`src/rtl/uart_tx_arbiter.sv`:
```
// Round-robin arbiter sharing one uart_tx between two byte requesters via a one-byte output register.
// Define UART_ARB_LOCK_EN to keep multi-byte packets contiguous, with an idle-timeout lock release.
module uart_tx_arbiter #(
    parameter logic [15:0] LOCK_TIMEOUT = 16'd50000
) (
    input  logic       clk,
    input  logic       rst_n,
    input  logic [7:0] req0_data,
    input  logic       req0_valid,
    input  logic       req0_last,
    output logic       req0_ready,
    input  logic [7:0] req1_data,
    input  logic       req1_valid,
    input  logic       req1_last,
    output logic       req1_ready,
    output logic [7:0] tx_data,
    output logic       tx_valid,
    input  logic       tx_ready,
    output logic [1:0] owner,
    output logic       busy
);

    typedef enum logic [1:0] {
        StIdle = 2'd0,
        StSend = 2'd1,
        StLock = 2'd2
    } state_e;

    state_e     state_q, state_d;
    logic [7:0] tx_data_q, tx_data_d;
    logic       tx_valid_q, tx_valid_d;
    logic [1:0] owner_q, owner_d;
    logic       prio_q, prio_d;  // 1: requester 1 wins a tie
    logic       grant0, grant1;

`ifdef UART_ARB_LOCK_EN
    logic        last_q, last_d;
    logic [15:0] cnt_q, cnt_d;
`else
    logic unused_lock;
    assign unused_lock = ^{req0_last, req1_last, LOCK_TIMEOUT};
`endif

    always_comb begin
        grant0 = 1'b0;
        grant1 = 1'b0;
        if (state_q == StIdle) begin
            if (req0_valid && req1_valid) begin
                grant0 = ~prio_q;
                grant1 = prio_q;
            end else begin
                grant0 = req0_valid;
                grant1 = req1_valid;
            end
        end
`ifdef UART_ARB_LOCK_EN
        else if (state_q == StLock) begin
            grant0 = owner_q[0] && req0_valid;
            grant1 = owner_q[1] && req1_valid;
        end
`endif
    end

    always_comb begin
        state_d    = state_q;
        tx_data_d  = tx_data_q;
        tx_valid_d = tx_valid_q;
        owner_d    = owner_q;
        prio_d     = prio_q;
`ifdef UART_ARB_LOCK_EN
        last_d     = last_q;
        cnt_d      = cnt_q;
`endif
        unique case (state_q)
            StIdle, StLock: begin
                if (grant0 || grant1) begin
                    tx_data_d  = grant1 ? req1_data : req0_data;
                    tx_valid_d = 1'b1;
                    owner_d    = {grant1, grant0};
                    state_d    = StSend;
`ifdef UART_ARB_LOCK_EN
                    last_d     = grant1 ? req1_last : req0_last;
                    cnt_d      = '0;
                end else if (state_q == StLock) begin
                    // Owner went quiet: give up the lock so the other side is not starved.
                    if (cnt_q + 16'd1 == LOCK_TIMEOUT) begin
                        state_d = StIdle;
                        prio_d  = owner_q[0];
                        cnt_d   = '0;
                    end else begin
                        cnt_d = cnt_q + 16'd1;
                    end
`endif
                end
            end
            StSend: begin
                if (tx_ready) begin
                    tx_valid_d = 1'b0;
`ifdef UART_ARB_LOCK_EN
                    if (last_q) begin
                        state_d = StIdle;
                        prio_d  = owner_q[0];
                    end else begin
                        state_d = StLock;
                        cnt_d   = '0;
                    end
`else
                    state_d = StIdle;
                    prio_d  = owner_q[0];
`endif
                end
            end
            default: state_d = StIdle;
        endcase
    end

    always_ff @(posedge clk or negedge rst_n) begin
        if (!rst_n) begin
            state_q    <= StIdle;
            tx_data_q  <= 8'h00;
            tx_valid_q <= 1'b0;
            owner_q    <= 2'b00;
            prio_q     <= 1'b0;
`ifdef UART_ARB_LOCK_EN
            last_q     <= 1'b0;
            cnt_q      <= '0;
`endif
        end else begin
            state_q    <= state_d;
            tx_data_q  <= tx_data_d;
            tx_valid_q <= tx_valid_d;
            owner_q    <= owner_d;
            prio_q     <= prio_d;
`ifdef UART_ARB_LOCK_EN
            last_q     <= last_d;
            cnt_q      <= cnt_d;
`endif
        end
    end

    assign req0_ready = grant0;
    assign req1_ready = grant1;
    assign tx_data    = tx_data_q;
    assign tx_valid   = tx_valid_q;
    assign owner      = owner_q;
    assign busy       = (state_q != StIdle);

endmodule

```
`config.mk`:
```
export PLATFORM = sky130hd
export DESIGN_NAME = uart_tx_arbiter
export DESIGN_NICKNAME = d
export VERILOG_FILES = /design/src/rtl/uart_tx_arbiter.sv
export SDC_FILE = /design/constraint.sdc
export NUM_CORES = 1
export LEC_CHECK = 0
export BUFFER_PORTS_ARGS = -buffer_cell sky130_fd_sc_hd__buf_4
export CORE_MARGIN = 1
export CORE_UTILIZATION = 38
export CTS_CLUSTER_DIAMETER = 30
export DETAILED_ROUTE_END_ITERATION = 8
export PLACE_DENSITY = 0.71
export SYNTH_ARGS = -nofsm -noshare
export SYNTH_HDL_FRONTEND = slang
export SYNTH_SLANG_ARGS = --single-unit
```
`constraint.sdc`:
```
create_clock -name clk -period 1.7 [get_ports clk]
set_input_delay 0.085 -clock clk [delete_from_list [all_inputs] [get_ports clk]]
set_output_delay 0.085 -clock clk [all_outputs]
set_load 0.03 [all_outputs]
```
Yosys cells after proc, flatten, opt, wreduce, memory -nomap -nowiden
Cells that the tools add are included.
W data, S select, Z words.

cells by class
  equal/unequal tests = 4
  mux-type cells = 11
  bitwise logic cells = 1
  reductions and logical operators = 10

operators with widths
  operator              number
  $mux W8               1
  $mux W1               6
  $reduce_and A2 Y1     3
  $mux W2               2
  $ne A2 B2 Y1 const B  2
  $pmux W2 S2           1
  $reduce_bool A2 Y1    2
  $reduce_and A3 Y1     1
  $eq A2 B1 Y1 const B  1
  $eq A2 B2 Y1 const B  1
  $logic_not A2 Y1      1
  $pmux W1 S2           1
  $reduce_or A2 Y1      1
  $logic_and A1 B1 Y1   1
  $logic_or A1 B1 Y1    1
  $not A1 Y1            1

word-level totals
  register bits = 14
  input port bits = 23
  logic and storage cells = 31

Longest topological paths before layout
Gate-level depths: netlist of the first run.

  word-level depth = 6
  depth in mapped cells = 4
  gate-level depth less buffers = 3

Least setup slack after synthesis of the first run
No wires, ideal clock.

  path type = reg-to-reg
  start = reg tx_valid (netlist name)
  end = reg tx_data_q[1] (netlist: tx_data[1])
  arrival time = 1.257 ns
  data required time = 1.574 ns
  path slack = 0.317 ns
  stages on the path, launching flop included = 5
  path through = dfrtp_1 -> inv_1 -> o211a_1 -> buf_6 -> a221o_1

RTL lines
  what                    RTL line  text
  end signal: assignment  130       tx_data_q <= tx_data_d;
  end: declaration        30        logic [7:0] tx_data_q, tx_data_d;

==> results of run 1 <==
layout make-up:
| type | instances | area (µm²) |
|---|---|---|
| inverters | 3 | 11.3 |
| flip-flops and latches | 12 | 300 |
| repair buffers | 36 | 273 |
| fillers | 116 | 465 |
| clock buffers | 4 | 36.3 |
| multi-input cells | 25 | 196 |
| well taps | 15 | 18.8 |
per-layer routing:
metal,track usage,wire [µm],vias to the layer above,part of all wire
li1,-,-,231,-
met1,0.221,502,220,0.41
met2,0.279,605,25,0.49
met3,0.0682,100,2,0.082
met4,0.0776,17,0,0.014
met5,0,0,-,0
power by group:
part           leakage (nW)  switching, mW  internal (mW)  total, mW
clock network        0.0210         0.0985          0.130      0.229
logic                 0.271          0.243          0.200      0.443
registers             0.145         0.0446          0.359      0.404
total                 0.437          0.386          0.690       1.08
worst max-delay path: cells and delay by family, from the launching register on:
kind / cells / cell delay, ns
DFF: 1 / 0.45
buffers and inverters: 2 / 0.31
AOI/OAI and AO/OA: 1 / 0.36
worst max path at each step:
| stage | end | startpoint | cells after the start | slack [ns] |
|---|---|---|---|---|
| floorplan | tx_data[1] | tx_valid | 4 | 0.32 |
| global placement | tx_data[0] | tx_valid | 3 | 0.38 |
| detailed placement | tx_data[0] | tx_valid | 3 | 0.35 |
| CTS | req1_ready | tx_valid | 3 | 0.18 |
| global route | req1_ready | tx_valid | 3 | 0.1 |
| finish | req1_ready | tx_valid | 3 | 0.22 |
registers in the layout (all words and copies together), names as in the netlist:
signal	cells
prio_q	1
tx_data	8
owner	2
tx_valid	1
synthesized netlist by cell type (2+ instances only):
cell type and number:
o21bai_1 2, and2_1 8, dfrtp_1 12, a221o_1 7
nand2_1 2, inv_1 3
cell families after synthesis:
kind of cell    after synthesis  share of synthesized area
flops                        12                      0.565
simple gates                 10                      0.108
buf+inv                       6                     0.0659
compound gates               15                      0.261
metrics by stage:
step	setup WS, ns	power, mW
2_1_floorplan	0.317	0.673
3_3_place_gp	0.376	0.845
3_5_place_dp	0.351	0.855
4_1_cts	0.183	1.09
5_1_grt	0.0971	1.14
6_report	0.217	1.08
what timing repair did:
item,CTS,global route
hold endpoints to repair,12,0
setup endpoints to repair,0,0
hold buffers,1,0
==> flow_metrics.env, run 1 <==
export IMPL_outcome="finished, final reports clean"
export IMPL_layout_commonest_cell="buf_4"
export IMPL_tightest_slew_ns=0.448
export IMPL_max_freq_ghz=0.674
export IMPL_skew_ns=0.00298
export IMPL_grt_pass1_wl_um=1770
export IMPL_end_kind="output port"
export IMPL_ys_warn_count=0
export IMPL_cts_sinks=12
export IMPL_vias_per_cell=5.03
export IMPL_cap_violations=0
export IMPL_cp_data_arrival_time_ns=1.40
export IMPL_cp_start_kind="flip-flop"
export IMPL_die_y_um=39.4
export IMPL_synth_edff_count=0
export IMPL_antenna_found_initial=0
export IMPL_min_to="tx_data[3]"
export IMPL_core_um2=1300
export IMPL_yosysTopAreaCell="dfrtp_1"
export IMPL_p_leak_nw=0.437
export IMPL_gp_congestion=0.668
export IMPL_cts_resized_gates=0
export IMPL_synthDistinctLibCells=15
export IMPL_tns_ns=0
export IMPL_fin_crit_ns=1.48
export IMPL_slowest_delay_ns=0.45
export IMPL_grt_max_degree=13
export IMPL_timing_reg2reg_setup_slack_ns=0.36
export IMPL_finalHoldViolCount=0
export IMPL_setup_viol=0
export IMPL_place_area_um2=790
export IMPL_period_share=0.873
export IMPL_cts_tree="built"
export IMPL_htreeDepth=1
export IMPL_gr_total_overflow=0
export IMPL_hold_depth=2
export IMPL_synth_top_area_share=0.565
export IMPL_num_nets_final=104
export IMPL_drive_gt1_frac=0.525
export IMPL_cts_buffer_depth=2
export IMPL_syn_inst=43
export IMPL_die_width_um=39.4
export IMPL_synthTopCellsByArea="dfrtp_1, a221o_1, and2_1, o21bai_1, a221o_2"
export IMPL_crit_chain="inv_1 > o211a_1 > buf_4"
export IMPL_syn_num_nets=66
export IMPL_final_cell_mix="buf_4, dfrtp_1, and2_1"
export IMPL_peakVddDrop_v=0.000702
export IMPL_hold_start="req0_data[3]"
export IMPL_syn_area_um2=532
export IMPL_r2r_end="tx_data[0]"
export IMPL_power_density_nw_per_um2=1290
export IMPL_clkLatencyLatePin_ns=0.27
export IMPL_slew_violations=0
export IMPL_ant_nets=0
export IMPL_drc_errors=0
export IMPL_slew_headroom=0.701
export IMPL_critPathMaxFanout=11
export IMPL_wirelength_um=1230
export IMPL_slowest_stage="dfrtp_1"
export IMPL_whs_ns=0.0338
export IMPL_dp_cells=90
export IMPL_drt_pass1_iter_count=4
export IMPL_final_cells=95
export IMPL_vias=478
export IMPL_grt_usage=0.181
export IMPL_final_core_util=0.642
export IMPL_min_path_type="in -> reg"
export IMPL_worstSetupPathType="reg -> out"
export IMPL_ys_seq_area_frac=0.565
export IMPL_cts_setup_buffers=0
export IMPL_row_count=13
export IMPL_avgSynthCellArea_um2=12.4
export IMPL_ios=37
export IMPL_start_util=0.409
export IMPL_antenna_cells=0
export IMPL_routedWlPerCell_um=12.9
export IMPL_path_clk_slew_ns=0.08
export IMPL_reg2reg_from="tx_valid"
export IMPL_die_area_um2=1550
export IMPL_first_iter_violations=9
export IMPL_rsz0062_at_grt="no"
export IMPL_worstPathRequired_ns=1.62
export IMPL_numCtsBuffers=3
export IMPL_place_hpwl_um=937
export IMPL_synthFlopType="dfrtp_1"
export IMPL_grt_pass1_vias=399
export IMPL_final_area_um2=836
export IMPL_reg2reg_depth=3
export IMPL_synth_seq_cells=12
export IMPL_root_buffer="clkbuf_4"
export IMPL_io_buffers=34
export IMPL_area_delta_synth_final_pct=57.2
export IMPL_async_flop_share=1.00
No activity file was read; power rests on OpenSTA's default activity.
==> inputs of run 2 (changes only) <==
- PLACE_DENSITY: 0.71 -> 0.76
- clock period: 1.7 -> 1.58 ns (I/O delays scaled with it)
==> flow_metrics.env, run 2 (synthesis results as in run 1) <==
export IMPL_numCtsBuffers=3
export IMPL_ios=37
export IMPL_worstPathRequired_ns=1.50
export IMPL_wl_met1_um=524
export IMPL_fin_crit_ns=1.45
export IMPL_num_nets_final=104
export IMPL_htreeDepth=1
export IMPL_drc_errors=0
export IMPL_rsz0062_at_grt="no"
export IMPL_cts_tree="built"
export IMPL_root_buffer="clkbuf_4"
export IMPL_outcome="finished, final reports clean"
export IMPL_critPathTopFamily="flip-flops"
export IMPL_final_cells=95
export IMPL_period_share=0.921
export IMPL_setup_viol=0
export IMPL_cts_buffer_depth=2
export IMPL_slew_headroom=0.670
export IMPL_slowest_delay_ns=0.43
export IMPL_drt_pass1_iter_count=2
export IMPL_row_count=13
export IMPL_routedWlPerCell_um=12.2
export IMPL_path_clk_slew_ns=0.08
export IMPL_ctsHoldBuffers=1
export IMPL_grt_usage=0.182
export IMPL_crit_chain="inv_1 > o211a_1 > buf_4"
export IMPL_slowest_stage="dfrtp_1"
export IMPL_ant_nets=0
export IMPL_nFillCells=107
export IMPL_cts_resized_gates=0
export IMPL_cts_sinks=12
export IMPL_worstSetupPathType="reg -> out"
export IMPL_vias=473
export IMPL_cap_violations=0
export IMPL_tightest_slew_ns=0.494
export IMPL_routed_wl_met2_um=530
export IMPL_gp_congestion=0.693
export IMPL_min_path_type="in -> reg"
export IMPL_power_density_nw_per_um2=1370
export IMPL_multi_input_area_um2=196
export IMPL_vias_per_cell=4.98
export IMPL_tns_ns=0
export IMPL_wirelength_um=1160
export IMPL_grt_pass1_wl_um=1840
export IMPL_gr_total_overflow=0
export IMPL_antenna_found_initial=0
export IMPL_largest_reg_flops=8
export IMPL_finalHoldViolCount=0
export IMPL_place_area_um2=790
export IMPL_final_core_util=0.642
export IMPL_start_util=0.409
export IMPL_clkLatencyLatePin_ns=0.27
export IMPL_dp_cells=90
export IMPL_place_hpwl_um=880
export IMPL_peakVddDrop_v=0.000713
export IMPL_critPathMaxFanout=11
export IMPL_seq_area_um2=300
export IMPL_grt_max_degree=13
export IMPL_max_freq_ghz=0.688
export IMPL_drive_gt1_frac=0.525
export IMPL_io_buffers=34
export IMPL_dr_max_layer_used="met4"
export IMPL_area_delta_synth_final_pct=57.2
export IMPL_p_leak_nw=0.437
export IMPL_cts_setup_buffers=0
export IMPL_die_area_um2=1550
export IMPL_skew_ns=0.00400
export IMPL_final_area_um2=836
export IMPL_core_um2=1300
export IMPL_final_cell_mix="buf_4, dfrtp_1, and2_1"
export IMPL_met3_length_um=98
export IMPL_crit_buf_inv=2
export IMPL_first_iter_violations=4
export IMPL_layout_commonest_cell="buf_4"
export IMPL_end_kind="output port"
export IMPL_cp_data_arrival_time_ns=1.38
export IMPL_cp_start_kind="flip-flop"
export IMPL_antenna_cells=0
export IMPL_die_width_um=39.4
export IMPL_grt_pass1_vias=432
export IMPL_die_y_um=39.4
export IMPL_slew_violations=0
==> run 2: per-layer routing <==
layer	track usage	vias up
met5	0	-
met4	0.0776	0
met3	0.0511	2
met2	0.262	23
met1	0.252	217
li1	-	231
==> run 2: report_power, final <==
group          total, mW  leakage (nW)  internal [mW]  switching [mW]
sequential         0.434         0.145          0.387          0.0469
clock              0.239        0.0210          0.140          0.0989
combinational      0.476         0.271          0.215           0.261
==> run 2: final timing paths <==
path | cells after the start | end | slack [ns] | from
worst max-delay path | 3 | req1_ready | 0.13 | tx_valid
worst min-delay path | 2 | tx_data[3] | 0.03 | req1_data[3]
worst max register to register | 3 | tx_data[0] | 0.25 | tx_valid
worst min register to register | 2 | prio_q | 0.52 | prio_q
max in group asynchronous | 2 | tx_valid | 1.25 | rst_n
min in group asynchronous | 2 | tx_data[3] | 0.18 | rst_n
==> run 2: layout make-up <==
cell class	count	share of cell area
inverters	3	0.0135
repair buffers	36	0.326
clock buffers	4	0.0434
well taps	15	0.0225
flip-flops and latches	12	0.359
multi-input cells	25	0.235
==> run 2: metrics by stage <==
step	hold WS, ns	power [mW]	setup WS, ns
floorplan	-0.217	0.725	0.197
global placement	-0.0742	0.910	0.260
detailed placement	-0.0745	0.915	0.257
CTS	0.0313	1.16	0.125
global route	0.0252	1.22	0.0352
finish	0.0343	1.15	0.126
